--- src/rtl/sopc_bus_pkg.sv ---
// Shared types and defaults for the SOPC unified-memory bus.
package sopc_bus_pkg;

  typedef enum logic [1:0] {
    IDLE  = 2'd0,
    DATA  = 2'd1,
    FETCH = 2'd2
  } arb_state_t;

  localparam int DEF_ADDR_W  = 32;
  localparam int DEF_DATA_W  = 32;
  localparam int DEF_TIMEOUT = 16;

  // Value returned to the CPU in place of read data when a transaction is aborted.
  localparam int unsigned BUS_ERR_DATA = 0;

endpackage

--- src/rtl/sopc_mem_arbiter_if.sv ---
// Memory-side handshake of the arbiter: single outstanding request, ack pulse.
interface sopc_mem_arbiter_if
  import sopc_bus_pkg::*;
#(
  parameter int ADDR_W = DEF_ADDR_W,
  parameter int DATA_W = DEF_DATA_W
);
  localparam int SEL_W = DATA_W / 8;

  logic              mem_req_o;
  logic              mem_we_o;
  logic [ADDR_W-1:0] mem_addr_o;
  logic [DATA_W-1:0] mem_wdata_o;
  logic [SEL_W-1:0]  mem_sel_o;
  logic              mem_ack_i;
  logic [DATA_W-1:0] mem_rdata_i;

  modport master (
    output mem_req_o, mem_we_o, mem_addr_o, mem_wdata_o, mem_sel_o,
    input  mem_ack_i, mem_rdata_i
  );

  modport slave (
    input  mem_req_o, mem_we_o, mem_addr_o, mem_wdata_o, mem_sel_o,
    output mem_ack_i, mem_rdata_i
  );

endinterface

--- src/rtl/bus_watchdog.sv ---
// Cycle counter that flags a bus transaction which has waited TIMEOUT cycles.
module bus_watchdog #(
  parameter int TIMEOUT = 16
) (
  input  logic clk,
  input  logic rst,
  input  logic clear,
  input  logic run,
  output logic expired
);
  localparam int CNT_W = (TIMEOUT > 0) ? $clog2(TIMEOUT + 1) : 1;

  logic [CNT_W-1:0] cnt_q;
  logic [CNT_W-1:0] cnt_inc;

  assign cnt_inc = cnt_q + CNT_W'(1);

  // NOTE: sequential state uses non-blocking (<=) so every flop samples
  // pre-edge values; blocking here would create simulation order races.
  always_ff @(posedge clk or negedge rst) begin
    if (!rst) begin
      cnt_q <= '0;
    end else if (clear) begin
      cnt_q <= '0;
    end else if (run) begin
      cnt_q <= cnt_inc;
    end
  end

  // Expiry is flagged in the waiting cycle whose increment would reach TIMEOUT,
  // so the request is held for exactly TIMEOUT cycles before the abort.
  generate
    if (TIMEOUT == 0) begin : g_off
      assign expired = 1'b0;
    end else begin : g_on
      assign expired = run & (cnt_inc == CNT_W'(TIMEOUT));
    end
  endgenerate

endmodule

--- src/rtl/sopc_mem_arbiter.sv ---
// Merges the CPU fetch and data ports onto one variable-latency memory,
// stalling the CPU until every enabled port has been served.
module sopc_mem_arbiter
  import sopc_bus_pkg::*;
#(
  parameter int ADDR_W  = DEF_ADDR_W,
  parameter int DATA_W  = DEF_DATA_W,
  parameter int TIMEOUT = DEF_TIMEOUT
) (
  input  logic                     clk,
  input  logic                     rst,
  input  logic                     i_ce_i,
  input  logic [ADDR_W-1:0]        i_addr_i,
  output logic [DATA_W-1:0]        i_rdata_o,
  input  logic                     d_ce_i,
  input  logic                     d_we_i,
  input  logic [ADDR_W-1:0]        d_addr_i,
  input  logic [DATA_W-1:0]        d_wdata_i,
  input  logic [DATA_W/8-1:0]      d_sel_i,
  output logic [DATA_W-1:0]        d_rdata_o,
  output logic                     stall_o,
  sopc_mem_arbiter_if.master       mem,
  output logic                     bus_err_o,
  output logic [ADDR_W-1:0]        err_addr_o
);
  localparam int SEL_W = DATA_W / 8;

  arb_state_t        state_q, state_d;
  logic              d_done_q, i_done_q;
  logic              d_pend, i_pend;
  logic              ack, expired, finish, abort;
  logic              issue_d, issue_i, wd_run;
  logic              req_q, we_q;
  logic [ADDR_W-1:0] addr_q;
  logic [DATA_W-1:0] wdata_q;
  logic [SEL_W-1:0]  sel_q;
  logic [DATA_W-1:0] rd_value;

  assign d_pend  = d_ce_i & ~d_done_q;
  assign i_pend  = i_ce_i & ~i_done_q;
  assign stall_o = d_pend | i_pend;

  // An ack only counts against an outstanding request.
  assign ack   = mem.mem_ack_i & req_q;
  assign abort = finish & ~ack;

  always_ff @(posedge clk or negedge rst) begin
    if (!rst) state_q <= IDLE;
    else      state_q <= state_d;
  end

  // NOTE: every signal written here gets a default first; a path that leaves
  // one unassigned would infer a latch.
  always_comb begin
    state_d = state_q;
    issue_d = 1'b0;
    issue_i = 1'b0;
    finish  = 1'b0;
    unique case (state_q)
      IDLE: begin
        // Data belongs to the older instruction, so it wins arbitration.
        if (d_pend) begin
          state_d = DATA;
          issue_d = 1'b1;
        end else if (i_pend) begin
          state_d = FETCH;
          issue_i = 1'b1;
        end
      end
      DATA, FETCH: begin
        if (ack || expired) begin
          state_d = IDLE;
          finish  = 1'b1;
        end
      end
      default: state_d = IDLE;
    endcase
  end

  assign wd_run   = (state_q != IDLE) & ~ack;
  assign rd_value = ack ? mem.mem_rdata_i : DATA_W'(BUS_ERR_DATA);

  bus_watchdog #(
    .TIMEOUT (TIMEOUT)
  ) u_watchdog (
    .clk     (clk),
    .rst     (rst),
    .clear   (issue_d | issue_i),
    .run     (wd_run),
    .expired (expired)
  );

  always_ff @(posedge clk or negedge rst) begin
    if (!rst) begin
      req_q      <= 1'b0;
      we_q       <= 1'b0;
      addr_q     <= '0;
      wdata_q    <= '0;
      sel_q      <= '0;
      d_done_q   <= 1'b0;
      i_done_q   <= 1'b0;
      d_rdata_o  <= '0;
      i_rdata_o  <= '0;
      bus_err_o  <= 1'b0;
      err_addr_o <= '0;
    end else begin
      bus_err_o <= 1'b0;

      if (issue_d) begin
        req_q   <= 1'b1;
        we_q    <= d_we_i;
        addr_q  <= d_addr_i;
        wdata_q <= d_wdata_i;
        sel_q   <= d_sel_i;
      end else if (issue_i) begin
        req_q   <= 1'b1;
        we_q    <= 1'b0;
        addr_q  <= i_addr_i;
        sel_q   <= '1;
      end else if (finish) begin
        req_q   <= 1'b0;
      end

      if (finish) begin
        if (state_q == DATA) begin
          d_done_q <= 1'b1;
          // A completed store leaves the load register untouched.
          if (abort || !we_q) d_rdata_o <= rd_value;
        end else begin
          i_done_q  <= 1'b1;
          i_rdata_o <= rd_value;
        end
        if (abort) begin
          bus_err_o  <= 1'b1;
          err_addr_o <= addr_q;
        end
      end else if (!stall_o) begin
        // CPU advances this edge and will present a fresh pair of requests.
        d_done_q <= 1'b0;
        i_done_q <= 1'b0;
      end
    end
  end

  assign mem.mem_req_o   = req_q;
  assign mem.mem_we_o    = we_q;
  assign mem.mem_addr_o  = addr_q;
  assign mem.mem_wdata_o = wdata_q;
  assign mem.mem_sel_o   = sel_q;

endmodule

--- src/flat_wrapper.sv ---
// flat-port wrapper written by rule: the top's interface ports become plain ports
module sopc_mem_arbiter_flat import sopc_bus_pkg::*;
#(
  parameter int ADDR_W  = DEF_ADDR_W,
  parameter int DATA_W  = DEF_DATA_W,
  parameter int TIMEOUT = DEF_TIMEOUT
)
  (clk, rst, i_ce_i, i_addr_i, i_rdata_o, d_ce_i, d_we_i, d_addr_i, d_wdata_i, d_sel_i, d_rdata_o, stall_o, bus_err_o, err_addr_o, mem_mem_req_o, mem_mem_we_o, mem_mem_addr_o, mem_mem_wdata_o, mem_mem_sel_o, mem_mem_ack_i, mem_mem_rdata_i);
  sopc_mem_arbiter_if #(.ADDR_W(ADDR_W), .DATA_W(DATA_W)) mem_i ();
  input  logic clk;
  input  logic rst;
  input  logic i_ce_i;
  input  logic [ADDR_W-1:0] i_addr_i;
  output logic [DATA_W-1:0] i_rdata_o;
  input  logic d_ce_i;
  input  logic d_we_i;
  input  logic [ADDR_W-1:0] d_addr_i;
  input  logic [DATA_W-1:0] d_wdata_i;
  input  logic [DATA_W/8-1:0] d_sel_i;
  output logic [DATA_W-1:0] d_rdata_o;
  output logic stall_o;
  output logic bus_err_o;
  output logic [ADDR_W-1:0] err_addr_o;
  output wire logic [$bits(mem_i.mem_req_o)-1:0] mem_mem_req_o;
  output wire logic [$bits(mem_i.mem_we_o)-1:0] mem_mem_we_o;
  output wire logic [$bits(mem_i.mem_addr_o)-1:0] mem_mem_addr_o;
  output wire logic [$bits(mem_i.mem_wdata_o)-1:0] mem_mem_wdata_o;
  output wire logic [$bits(mem_i.mem_sel_o)-1:0] mem_mem_sel_o;
  input wire logic [$bits(mem_i.mem_ack_i)-1:0] mem_mem_ack_i;
  input wire logic [$bits(mem_i.mem_rdata_i)-1:0] mem_mem_rdata_i;
  assign mem_mem_req_o = mem_i.mem_req_o;
  assign mem_mem_we_o = mem_i.mem_we_o;
  assign mem_mem_addr_o = mem_i.mem_addr_o;
  assign mem_mem_wdata_o = mem_i.mem_wdata_o;
  assign mem_mem_sel_o = mem_i.mem_sel_o;
  assign mem_i.mem_ack_i = mem_mem_ack_i;
  assign mem_i.mem_rdata_i = mem_mem_rdata_i;
  sopc_mem_arbiter #(.ADDR_W(ADDR_W), .DATA_W(DATA_W), .TIMEOUT(TIMEOUT)) u_core (.clk(clk), .rst(rst), .i_ce_i(i_ce_i), .i_addr_i(i_addr_i), .i_rdata_o(i_rdata_o), .d_ce_i(d_ce_i), .d_we_i(d_we_i), .d_addr_i(d_addr_i), .d_wdata_i(d_wdata_i), .d_sel_i(d_sel_i), .d_rdata_o(d_rdata_o), .stall_o(stall_o), .mem(mem_i), .bus_err_o(bus_err_o), .err_addr_o(err_addr_o));
endmodule
--- config.mk ---
export PLATFORM = sky130hd
export DESIGN_NAME = sopc_mem_arbiter_flat
export DESIGN_NICKNAME = d
export VERILOG_FILES = /design/src/rtl/sopc_bus_pkg.sv /design/src/rtl/sopc_mem_arbiter_if.sv /design/src/rtl/bus_watchdog.sv /design/src/rtl/sopc_mem_arbiter.sv /design/src/flat_wrapper.sv
export SDC_FILE = /design/constraint.sdc
export NUM_CORES = 1
export LEC_CHECK = 0
export ABC_AREA = 1
export BUFFER_PORTS_ARGS = -buffer_cell sky130_fd_sc_hd__buf_2
export CORE_UTILIZATION = 49
export CTS_CLUSTER_DIAMETER = 30
export DETAILED_ROUTE_END_ITERATION = 10
export GPL_TIMING_DRIVEN = 0
export PLACE_DENSITY = 0.77
export RECOVER_POWER = 50
export SYNTH_ARGS = -nofsm -noshare
export SYNTH_HDL_FRONTEND = slang
export SYNTH_HIERARCHICAL = 1
export SYNTH_SLANG_ARGS = --single-unit
--- constraint.sdc ---
create_clock -name clk -period 2.59 [get_ports clk]
set_input_delay 0.3885 -clock clk [delete_from_list [all_inputs] [get_ports clk]]
set_output_delay 0.3885 -clock clk [all_outputs]
set_load 0.05 [all_outputs]
# Word level (Yosys, flattened, before mapping)
# Index checks and enable logic that the tools add are counted.
# classes
n_bitwise	12
multipliers	0
eq_ne	8
n_reduce_logical	15
div_mod_pow	0
magnitude_cmp	0
n_mux	30
add_sub_neg	1
shifts	0
# ops
operator	n
$mux W32	3
$mux W1	19
$mux W5	2
$reduce_and A2 Y1	5
$mux W4	2
$and A1 B1 Y1	6
$mux W2	3
$reduce_bool A2 Y1	3
$add A5 B1 Y5 const B	1
$eq A5 B5 Y1 const B	1
$ne A2 B1 Y1 const B	2
$ne A2 B2 Y1 const B	2
$not A1 Y1	4
$pmux W2 S2	1
$ne A3 B1 Y1 const B	1
$reduce_and A3 Y1	1
$reduce_bool A3 Y1	1
$eq A2 B1 Y1 const B	1
$eq A2 B2 Y1 const B	1
$logic_not A2 Y1	1
$logic_or A1 B1 Y1	2
$or A1 B1 Y1	2
$reduce_or A2 Y1	1
$logic_not A1 Y1	1
# word_totals
ram_bits	0
input_bits	138
memories	0
word_cells	79
rom_bits	0
latchBits	0
register_bits	176

# Depth between registers and ports, before layout
# Gate-level depths: netlist (run 1).
# depth
word_depth	10
ltp_mapped	15
depth_no_buf	13

# Modules after synthesis
# Netlist (run 1), hierarchy kept.
# modules_own_cells
module	area_each_um2	n_inst	seq_area_each_um2	cells_each
sopc_mem_arbiter	7449.6	1	4279.1	926
bus_watchdog	309.0	1	125.1	44

# Worst setup path after synthesis (run 1)
# OpenSTA, ideal clock, no wires.
# synth_timing
path_kind	reg-to-reg
start	register u_core.req_q (netlist: u_core/mem.mem_req_o)
end	register u_core.i_rdata_o[4]
setup_ns	0.126
required_time_ns	2.464
setup_slack_ns	0.691
arrival_ns	1.773
path_buffers	2
path_stages_with_launch	13
period_less_slack_ns	1.899
path_cell_list	dfrtp_1 > a21oi_1 > nand2_1 > nor2_2 > nand2_1 > nor2_2 > inv_1 > nand2_2 > nand2_2 > nor2_2 > buf_4 > buf_4 > o21ai_0
# synth_between
elab_chain_cells	8
# synth_rtl
element	line	rtl
start: declaration	sopc_mem_arbiter.sv:33	logic req_q, we_q;
start signal: assignment	sopc_mem_arbiter.sv:95	req_q <= 1'b0;
start signal: assignment	sopc_mem_arbiter.sv:110	req_q <= 1'b1;
start signal: assignment	sopc_mem_arbiter.sv:116	req_q <= 1'b1;
$and A1 B1 Y1	sopc_mem_arbiter.sv:44	assign ack = mem.mem_ack_i & req_q;
$not A1 Y1	sopc_mem_arbiter.sv:80	assign wd_run = (state_q != IDLE) & ~ack;
$and A1 B1 Y1	sopc_mem_arbiter.sv:80	
via u_core.wd_run	sopc_mem_arbiter.sv:32	logic issue_d, issue_i, wd_run;
$and A1 B1 Y1	bus_watchdog.sv:36	assign expired = run & (cnt_inc == CNT_W'(TIMEOUT));
via u_core.expired	sopc_mem_arbiter.sv:31	logic ack, expired, finish, abort;
$logic_or A1 B1 Y1	sopc_mem_arbiter.sv:71	if (ack || expired) begin
$mux W1	sopc_mem_arbiter.sv:71	
$mux W1	sopc_mem_arbiter.sv:59	unique case (state_q)
$reduce_and A2 Y1 (no line)	--	
end signal: assignment	sopc_mem_arbiter.sv:131	i_rdata_o <= rd_value;
end: declaration	sopc_mem_arbiter.sv:14	output logic [DATA_W-1:0] i_rdata_o,
# The timed path passes the listed nets, and every way through them passes these cells.
# A chain may end at the register's enable or synchronous reset.

# Worst setup path in the final report (run 1)
# layout_timing
start	register u_core.state_q[0]
end	register u_core.d_rdata_o[30]
# layout_between
elab_chain_cells	9
# layout_rtl
element	line	rtl
start: declaration	sopc_mem_arbiter.sv:28	arb_state_t state_q, state_d;
start signal: assignment	sopc_mem_arbiter.sv:49	else state_q <= state_d;
$reduce_bool A2 Y1 (*)	sopc_mem_arbiter.sv:80	
$and A1 B1 Y1 (*)	sopc_mem_arbiter.sv:80	
via u_core.wd_run	sopc_mem_arbiter.sv:32	
$and A1 B1 Y1 (*)	bus_watchdog.sv:36	
via u_core.expired	sopc_mem_arbiter.sv:31	
$logic_or A1 B1 Y1 (*)	sopc_mem_arbiter.sv:71	
$mux W1 (*)	sopc_mem_arbiter.sv:71	
$mux W1 (*)	sopc_mem_arbiter.sv:59	
$and A1 B1 Y1	sopc_mem_arbiter.sv:45	assign abort = finish & ~ack;
$logic_or A1 B1 Y1	sopc_mem_arbiter.sv:128	if (abort || !we_q) d_rdata_o <= rd_value;
$reduce_and A3 Y1 (no line) (*)	--	
end signal: assignment	sopc_mem_arbiter.sv:128	
end: declaration	sopc_mem_arbiter.sv:20	output logic [DATA_W-1:0] d_rdata_o,
# The timed path passes the listed nets; every way through them passes the cells marked *.

==> results of run 1 <==
[state kept, by name (all words and copies together) (netlist names)]
signal                   cells
u_core/d_done_q              1
u_core/state_q               2
u_core/mem.mem_we_o          1
u_core/bus_err_o             1
u_core/d_rdata_o            32
u_core/mem.mem_wdata_o      32
u_core/i_rdata_o            32
u_core/mem.mem_addr_o       32
u_core/err_addr_o           32
u_core/mem.mem_req_o         1
u_core/mem.mem_sel_o         4
u_core/u_watchdog/cnt_q      5
u_core/i_done_q              1
[worst min-delay path by stage]
stage | slack [ns] | depth (start not counted) | from | endpoint
3_3_place_gp | 0.45 | 2 | u_core/err_addr_o[9] | u_core/err_addr_o[9]
6_report | 0.16 | 3 | d_wdata_i[29] | u_core/mem.mem_wdata_o[29]
4_1_cts | 0.14 | 3 | d_wdata_i[1] | u_core/mem.mem_wdata_o[1]
5_1_grt | 0.14 | 3 | d_wdata_i[1] | u_core/mem.mem_wdata_o[1]
2_1_floorplan | 0.09 | 0 | rst | u_core/bus_err_o
3_5_place_dp | 0.32 | 1 | rst | u_core/d_rdata_o[14]
[kinds of logic (layout without fill, tap and decap cells)]
group / Yosys count / count (layout) / share of synthesized area
AOI/OAI and AO/OA: 69 / 69 / 0.0445
adders and majority gates: 4 / 4 / 0.00645
and+or+nand+nor: 552 / 552 / 0.287
buffers and inverters: 169 / 507 / 0.0940
DFF: 176 / 176 / 0.568
[report_power, final]
part / internal, mW / total (mW) / switching (mW)
Combinational: 1.46 / 7.88 / 6.42
Sequential: 3.88 / 4.59 / 0.712
Clock: 1.28 / 2.35 / 1.07
[metal layers]
metal  track usage  vias to the layer above  part of all wire  wire length (um)
li1              -                     3623                 -                 -
met3        0.0530                       37             0.074              1600
met1         0.335                     3422              0.42              8980
met2         0.453                      362              0.48             10400
met4         0.116                        0             0.027               590
met5             0                        -                 0                 0
[critical path, delay by kind of cell, from the launching register on]
kind                       cells  cell delay [ns]
adders and majority gates      1             0.26
DFF                            1             0.38
AOI/OAI and AO/OA              1             0.21
buffers and inverters          3             0.44
and+or+nand+nor                8             0.81
[cell usage in the layout, fill, tap and decap left out, types with 8 or more instances in the layout]
cell,Yosys,layout
inv_1,112,112
buf_4,11,11
dfrtp_1,176,176
nand3_1,42,42
nand2_1,422,422
clkbuf_16,0,17
o21ai_0,57,57
o21ai_1,8,8
nor2_1,46,46
clkbuf_1,16,182
buf_2,24,162
nand4_1,35,35
[final cells by class]
class	count	share of cell area
clock inverter	12	0.00870
tap	211	0.0266
timing repair buffer	307	0.137
inverter	114	0.0431
multi-input combinational	625	0.265
buffer	55	0.0304
sequential	176	0.444
clock buffer	19	0.0457
[through the flow]
| step | utilization | setup slack [ns] | power [mW] | area [um^2] | TNS (ns) |
|---|---|---|---|---|---|
| after global routing | 0.648 | 0.167 | 15.7 | 9920 | 0 |
| after detailed placement | 0.626 | 0.424 | 12.8 | 9590 | 0 |
| final | 0.648 | 0.374 | 14.8 | 9920 | 0 |
| after CTS | 0.662 | 0.373 | 15.1 | 10100 | 0 |
| after floorplan | - | 0.691 | 10.5 | 7760 | 0 |
| after global placement | 0.624 | -1.62 | 12.6 | 9550 | -281.27 |
==> impl_metrics.tcl, run 1 <==
set metrics [dict create \
    outcome "finished clean" \
    wl_per_cell_um 14.2 \
    skew_ns 0.00793 \
    grt_pass1_vias 6919 \
    worst_r2r_endpoint "u_core/d_rdata_o[30]" \
    powerDensity_nw_per_um2 1490 \
    p_leak_nw 5.50 \
    htreeDepth 4 \
    diodes 0 \
    grt_usage 0.268 \
    antenna_found_initial 0 \
    cts_resized 0 \
    path_class "reg2reg" \
    cts_buffer_depth 2 \
    num_vias 7444 \
    antenna_left 0 \
    cts_post_setup_buffers_inserted 0 \
    synth_cell_types 19 \
    pin_count 306 \
    dp.cells 1487 \
    endpoint "u_core/d_rdata_o[30]" \
    start_util 0.507 \
    fin_nets 1438 \
    yosys-top-cells-count "nand2_1 (422), dfrtp_1 (176), inv_1 (112), o21ai_0 (57), nor2_1 (46)" \
    synth_nets 1112 \
    syn-instance-count 970 \
    worstSetupEndpointType "flop" \
    seq_area_frac_synth 0.568 \
    ff2ff_path_depth 13 \
    clk_latency_ns 0.42 \
    required_ns 2.90 \
    synth-seq-cells 176 \
    maxSlewViolCount 0 \
    multi_input_area_um2 2630 \
    fin_cells 1519 \
    cts.clk_slew.worst_paths_ns 0.07 \
    cts_root_buffer "clkbuf_16" \
    cp_slowest_stage_delay_ns 0.38 \
    drive_above_1_share 0.167 \
    regArea_um2 4400 \
    syn2layout_area_growth_pct 27.8 \
    num_rows 45 \
    reg2reg_setup_slack_ns 0.37 \
    irDropWorstVdd_mv 0.851 \
    grt_pass1_wl_um 33800 \
    worst_pin_slew_ns 1.33 \
    cts.sinks 176 \
    synth_area_leaders "dfrtp_1 (57%), nand2_1 (20%), inv_1 (5.4%), o21ai_0 (3.7%), nand4_1 (2.8%)" \
    core_area_um2 15300 \
    routabilityCongestion 0.875 \
    cap_violations 0 \
    path_cells "inv_1 -> ha_1 -> a21oi_1 -> nand2_1 -> nor2_2 -> nand2_1 -> nor2_2 -> inv_1 -> nand2_2 -> nand4_1 -> clkbuf_1 -> nand2_1 -> nand2_1" \
    critPathLaunch "u_core/state_q[0]" \
    die_w_um 128 \
    synth_top_area_frac 0.568 \
    cts_buffers 17 \
    drc 0 \
    crit_top_cell "nand2_1" \
    wl_um 21600 \
    die-area_um2 16300 \
    period_minus_slack_ns 2.22 \
    worstReg2RegStart "u_core/state_q[0]" \
    startpoint_type "flop" \
    finalSetupViolCount 0 \
    synth_area_um2 7760 \
    via_per_inst 4.90 \
    grt_max_degree 125 \
    place_hpwl_um 15900 \
    drt-initial-drc-count 479 \
    hp-class "in2reg" \
    critPathSlowestCell "dfrtp_1" \
    yosysTopAreaCell "dfrtp_1" \
    whs_ns 0.159 \
    yosys_most_used_dff "dfrtp_1" \
    arrival_ns 2.53 \
    fmax_mhz 451 \
    cp_max_fo 10 \
    avgSynthCellArea_um2 8.00 \
    rsz0062_at_grt "false" \
    n_fill_cell 1394 \
    grt.overflow.total 0 \
    yosys_warnings 6 \
    io_buffers 305 \
    final_hold_viol_count 0 \
    relSlewSlack 0.112 \
    die_h_um 128 \
    yosysMostFrequentCell "nand2_1" \
    cts_hold_buf 1 \
    first_pass_iters 5 \
    async_reset_ff_frac 1.00 \
    cts_tree "built" \
    synth_enable_flop_cells 0 \
    fin_crit_sh 0.856 \
]
(Power assumes the default switching activity.)
==> run 2, diff against run 1 <==
ABC_AREA = default   (was 1)
CORE_MARGIN = 2   (was default)
CORE_UTILIZATION = 48   (was 49)
==> impl_metrics.tcl, run 2 <==
set metrics [dict create \
    n_fill_cell 1259 \
    fin_crit_sh 0.928 \
    fin_cells 1057 \
    maxSlewViolCount 0 \
    synthMuxAreaShare 0.261 \
    multi_input_area_um2 2760 \
    grt_pass1_vias 5657 \
    synth_nets 669 \
    num_rows 45 \
    synth_enable_flop_cells 0 \
    start_util 0.492 \
    clk_latency_ns 0.42 \
    fmax_mhz 416 \
    grt_max_degree 107 \
    grt.overflow.total 0 \
    synth_cell_types 38 \
    cts.clk_slew.worst_paths_ns 0.07 \
    wl_um 18800 \
    finalSetupTns_ns 0 \
    place_hpwl_um 13800 \
    path_cells "inv_1 -> ha_1 -> nor2_1 -> buf_4 -> nand2_1 -> nor3_4 -> a21oi_2 -> a2111oi_4 -> buf_4 -> buf_6 -> mux2_2" \
    io_buffers 305 \
    die_w_um 129 \
    drc 0 \
    p_leak_nw 4.93 \
    pin_count 306 \
    cts_tree "built" \
    crit_top_cell "buf_4" \
    dp.cells 1021 \
    arrival_ns 2.70 \
    use_met3 0.0590 \
    skew_ns 0.00893 \
    cts_buffers 17 \
    layout_common_cells "clkbuf_1 (177), dfrtp_1 (175), buf_2 (149)" \
    irDropWorstVdd_mv 1.02 \
    worstSetupEndpointType "flop" \
    drive_above_1_share 0.380 \
    die-area_um2 16600 \
    synth_compound_area_frac 0.0481 \
    cts.sinks 176 \
    busiest_layer "met2" \
    yosysMostFrequentCell "dfrtp_1" \
    first_pass_iters 4 \
    htreeDepth 4 \
    period_minus_slack_ns 2.40 \
    seq_area_frac_synth 0.588 \
    grt_usage 0.226 \
    die_h_um 129 \
    synth_area_um2 7480 \
    use_met1 0.283 \
    outcome "finished clean" \
    yosysTopAreaCell "dfrtp_1" \
    fin_nets 998 \
    antenna_found_initial 1 \
    startpoint_type "flop" \
    cts_buffer_depth 2 \
    path_delay_family "buffers and inverters" \
    p_int_mw 7.22 \
    regArea_um2 4410 \
    num_vias 5438 \
    rsz0062_at_grt "false" \
    synthXorXnorAreaFrac 0.00702 \
    synth-seq-cells 176 \
    netSwitchingFraction 0.481 \
    routabilityCongestion 0.818 \
    hp-class "in2reg" \
    critPathSlowestCell "dfrtp_1" \
    worst_pin_slew_ns 0.676 \
    async_reset_ff_frac 1.00 \
    path_class "reg2reg" \
    cp_slowest_stage_delay_ns 0.35 \
    antenna_left 0 \
    use_met2 0.378 \
    p_clk_frac 0.198 \
    relSlewSlack 0.552 \
    yosys_warnings 6 \
    core_area_um2 15200 \
    comb_power_share 0.492 \
    seq_power_share 0.310 \
    wl_per_cell_um 17.7 \
    drt-initial-drc-count 191 \
    synth_top_family_by_area "multiplexers" \
    via_per_inst 5.14 \
    final_hold_viol_count 0 \
    power_switching_mw 6.68 \
    syn-instance-count 527 \
    cts_root_buffer "clkbuf_16" \
    yosys_most_used_dff "dfrtp_1" \
    synth_simple_gate_area_frac 0.0433 \
    synthAdderAreaFrac 0.00669 \
    finalSetupViolCount 0 \
    diodes 0 \
    avgSynthCellArea_um2 14.2 \
    required_ns 2.89 \
    synth_top_area_frac 0.588 \
    cp_max_fo 10 \
    synth_area_leaders "dfrtp_1 (59%), mux2_2 (12%), mux2_4 (9.8%), mux2i_1 (4.4%), o22ai_1 (2.8%)" \
    powerDensity_nw_per_um2 1420 \
    yosys-top-cells-count "dfrtp_1 (176), mux2_2 (79), mux2_4 (49), inv_1 (41)" \
    final_common_cell "clkbuf_1" \
    cap_violations 0 \
    path_buf_inv 4 \
    syn2layout_area_growth_pct 30.4 \
    grt_pass1_wl_um 29100 \
]
## run 2: changes by cell type in the layout (fill, tap and decap cells not counted), moves of 39 or more
cell,delta
nand2_1,-417
nor2_1,-39
inv_1,-71
nand3_1,-39
mux2_2,+79
o21ai_0,-54
mux2_4,+49
## run 2: final timing paths
path | start | to | slack (ns) | cells past startpoint
min in group asynchronous | rst | u_core/mem.mem_wdata_o[13] | 0.55 | 2
setup reg to reg | u_core/state_q[0] | u_core/d_rdata_o[30] | 0.19 | 11
max in group asynchronous | rst | u_core/mem.mem_req_o | 1.15 | 3
hold / removal | d_we_i | u_core/mem.mem_we_o | 0.18 | 3
setup / recovery | u_core/state_q[0] | u_core/d_rdata_o[30] | 0.19 | 11
hold reg to reg | u_core/err_addr_o[21] | u_core/err_addr_o[21] | 0.51 | 1
## run 2: kinds of logic (layout without fill, tap and decap cells)
family                   after synthesis  in the layout
flip-flops                           176            176
multiplexers                         161            161
AND/OR/NAND/NOR                       56             56
XOR/XNOR                               6              6
buffers and inverters                 73            415
AO/OA/AOI/OAI                         51             51
adder cells (fa/ha/maj)                4              4
## run 2: per-layer routing
metal | vias to the layer above | part of all wire
li1 | 2524 | -
met1 | 2677 | 0.41
met2 | 199 | 0.50
met3 | 36 | 0.063
met4 | 2 | 0.027
met5 | - | 0.00064
## run 2: final cells by class
type	instances	share of cell area
sequential	176	0.451
multi-input combinational	278	0.283
timing repair buffer	310	0.142
clock buffer	18	0.0440
tap	188	0.0241
clock inverter	14	0.0210
buffer	32	0.0191
inverter	41	0.0158
## run 2: repair_timing
item,4_1_cts,5_1_grt
gates resized for setup,0,3
hold endpoints to repair,70,0
hold buffers,1,0
setup buffers,2,1
setup endpoints to repair,30,90
pin swaps,1,1
## run 2: stage by stage
step / util / area, um^2 / power [mW] / hold WS [ns] / setup WS, ns
after global placement: 0.609 / 9250 / 11.3 / 0.483 / -1.96
after CTS: 0.654 / 9950 / 14.2 / 0.160 / 0.0411
after detailed placement: 0.611 / 9290 / 11.4 / 0.383 / -0.193
after floorplan: - / 7490 / 9.66 / 0.0929 / 0.0536
final: 0.642 / 9760 / 13.9 / 0.176 / 0.186
after global routing: 0.642 / 9760 / 14.5 / 0.162 / 0.0321
## run 2: tightest hold or removal path, cell delays in order
cell,delay [ns]
buf_2,0.07
nand2_1,0.03
o21ai_0,0.05
## run 2: power groups by stage
stage	clock network (mW)	logic, mW	registers, mW
6_report	2.75	6.84	4.31
2_1_floorplan	0	2.23	7.43
3_5_place_dp	0	7.11	4.31
3_3_place_gp	0	7.00	4.27
5_1_grt	2.93	7.15	4.44
4_1_cts	2.81	7.14	4.28
==> run 3, diff against run 2 <==
BUFFER_PORTS_ARGS = default   (was -buffer_cell sky130_fd_sc_hd__buf_2)
CORE_UTILIZATION = 50   (was 48)
DONT_BUFFER_PORTS = 1   (was default)
PLACE_DENSITY = 0.62   (was 0.77)
==> impl_metrics.tcl, run 3 (synthesis results as in run 2) <==
set metrics [dict create \
    layout_common_cells "dfrtp_1 (175), mux2_2 (79), mux2_4 (49)" \
    cts.clk_slew.worst_paths_ns 0.07 \
    num_rows 44 \
    cp_max_fo 10 \
    start_util 0.513 \
    pin_count 306 \
    pre_cts_ws_ns -0.287 \
    wl_per_cell_um 23.2 \
    grt_pass1_vias 4819 \
    place_hpwl_um 12400 \
    required_ns 2.90 \
    grt_pass1_wl_um 27000 \
    final_cell_area_um2 8420 \
    die-area_um2 16000 \
    core_area_um2 14600 \
    fin_ws_ns 0.0939 \
    comb_power_share 0.204 \
    outcome "finished, violations left" \
    period_minus_slack_ns 2.50 \
    arrival_ns 2.80 \
    fin_nets 693 \
    n_fill_cell 1179 \
    syn2layout_area_growth_pct 12.5 \
    grt_usage 0.220 \
    drt-initial-drc-count 225 \
    fin_crit_sh 0.964 \
    via_per_inst 5.77 \
    startpoint_type "flop" \
    hp-class "in2async" \
    cts_tree "built" \
    drc 0 \
    irDropWorstVdd_mv 0.753 \
    final_common_cell "dfrtp_1" \
    seq_power_share 0.585 \
    p_int_mw 6.75 \
    finalSetupViolCount 0 \
    drive_above_1_share 0.342 \
    cts_buffers 17 \
    p_leak_nw 4.18 \
    worst_pin_slew_ns 0.640 \
    violations "negative hold slack" \
    p_clk_frac 0.212 \
    grt_max_degree 177 \
    cap_violations 0 \
    skew_ns 0.0132 \
    cts_root_buffer "clkbuf_16" \
    power_switching_mw 6.40 \
    grt.overflow.total 0 \
    wl_um 17400 \
    final_hold_viol_count 176 \
    clk_latency_ns 0.43 \
    total_power_mw 13.1 \
    worstSetupEndpointType "flop" \
    cts.sinks 176 \
    maxSlewViolCount 0 \
    powerDensity_nw_per_um2 1560 \
    netSwitchingFraction 0.487 \
    antenna_left 0 \
    path_class "reg2reg" \
    fmax_mhz 401 \
    whs_ns -0.347 \
    rsz0062_at_grt "true" \
    antenna_found_initial 1 \
    die_w_um 126 \
    first_pass_iters 4 \
    place_area_um2 7720 \
    cts_buffer_depth 2 \
    routabilityCongestion 0.852 \
    relSlewSlack 0.573 \
    die_h_um 126 \
    htreeDepth 4 \
    io_buffers 0 \
    num_vias 4319 \
]
## run 3: cell types whose count changed in the layout (fill, tap and decap cells not counted), sizes merged
cell	previous run	this run
clkbuf	194	28
diode	0	1
buf	165	26
clkinv	2	1
dlygate4sd3	1	0
clkinvlp	3	2
inv	46	49
## run 3: critical path, stage by stage (launching register included)
cell	delay, ns
dfrtp_4	0.59
and2_4	0.20
nor2_1	0.09
buf_4	0.15
nand2_1	0.09
nor3_4	0.19
a21oi_2	0.07
or3_1	0.30
buf_2	0.19
buf_6	0.18
mux2_4	0.30
## run 3: layout make-up
type	count	area (um^2)	area share
Clock buffer	17	425	0.0505
Sequential cell	176	4410	0.523
Timing Repair Buffer	5	33.8	0.00401
Multi-Input combinational cell	278	2760	0.328
Antenna cell	1	2.50	0.000297
Buffer	32	189	0.0224
Tap cell	184	230	0.0273
Clock inverter	15	219	0.0260
Inverter	41	154	0.0183
## run 3: repair_timing
item	CTS	global route
setup endpoints to repair	67	62
setup buffers	3	2
resized for setup	2	4
pin swaps	2	1
hold endpoints to repair	176	176
## run 3: power groups by stage
stage,Clock [mW],Sequential (mW),Combinational [mW]
2_1_floorplan,0,7.43,2.23
3_3_place_gp,0,7.73,2.55
3_5_place_dp,0,7.75,2.66
4_1_cts,2.85,7.71,2.68
5_1_grt,2.98,7.81,2.92
6_report,2.78,7.68,2.67
## run 3: path summary, 6_finish.rpt
kind / startpoint / end / slack (ns) / cells past startpoint
max in group asynchronous: rst / u_core/mem.mem_wdata_o[9] / 2.75 / 0
min: rst / u_core/i_rdata_o[19] / -0.35 / 0
min reg2reg: u_core/i_done_q / u_core/i_done_q / 0.54 / 2
max reg2reg: u_core/mem.mem_req_o / u_core/i_rdata_o[11] / 0.09 / 10
min in group clk: d_sel_i[0] / u_core/mem.mem_sel_o[0] / 0.08 / 1
max: u_core/mem.mem_req_o / u_core/i_rdata_o[11] / 0.09 / 10
## run 3: routing by layer
metal | up-vias | GRT usage | wire, um
met5 | - | 0 | 0
met4 | 0 | 0.0750 | 303
met3 | 26 | 0.0983 | 1660
met2 | 200 | 0.353 | 8610
met1 | 2188 | 0.266 | 6840
li1 | 1905 | - | -
## run 3: metrics by stage
step / util / setup TNS (ns) / hold WS, ns / cells
3_3_place_gp: 0.529 / -8.89 / 0.0968 / 711
3_5_place_dp: 0.529 / -10.90 / 0.0963 / 711
6_report: 0.577 / 0 / -0.347 / 749
5_1_grt: 0.577 / -0.0425 / -0.377 / 749
4_1_cts: 0.575 / 0 / -0.370 / 746
2_1_floorplan: - / 0 / 0.0929 / 527
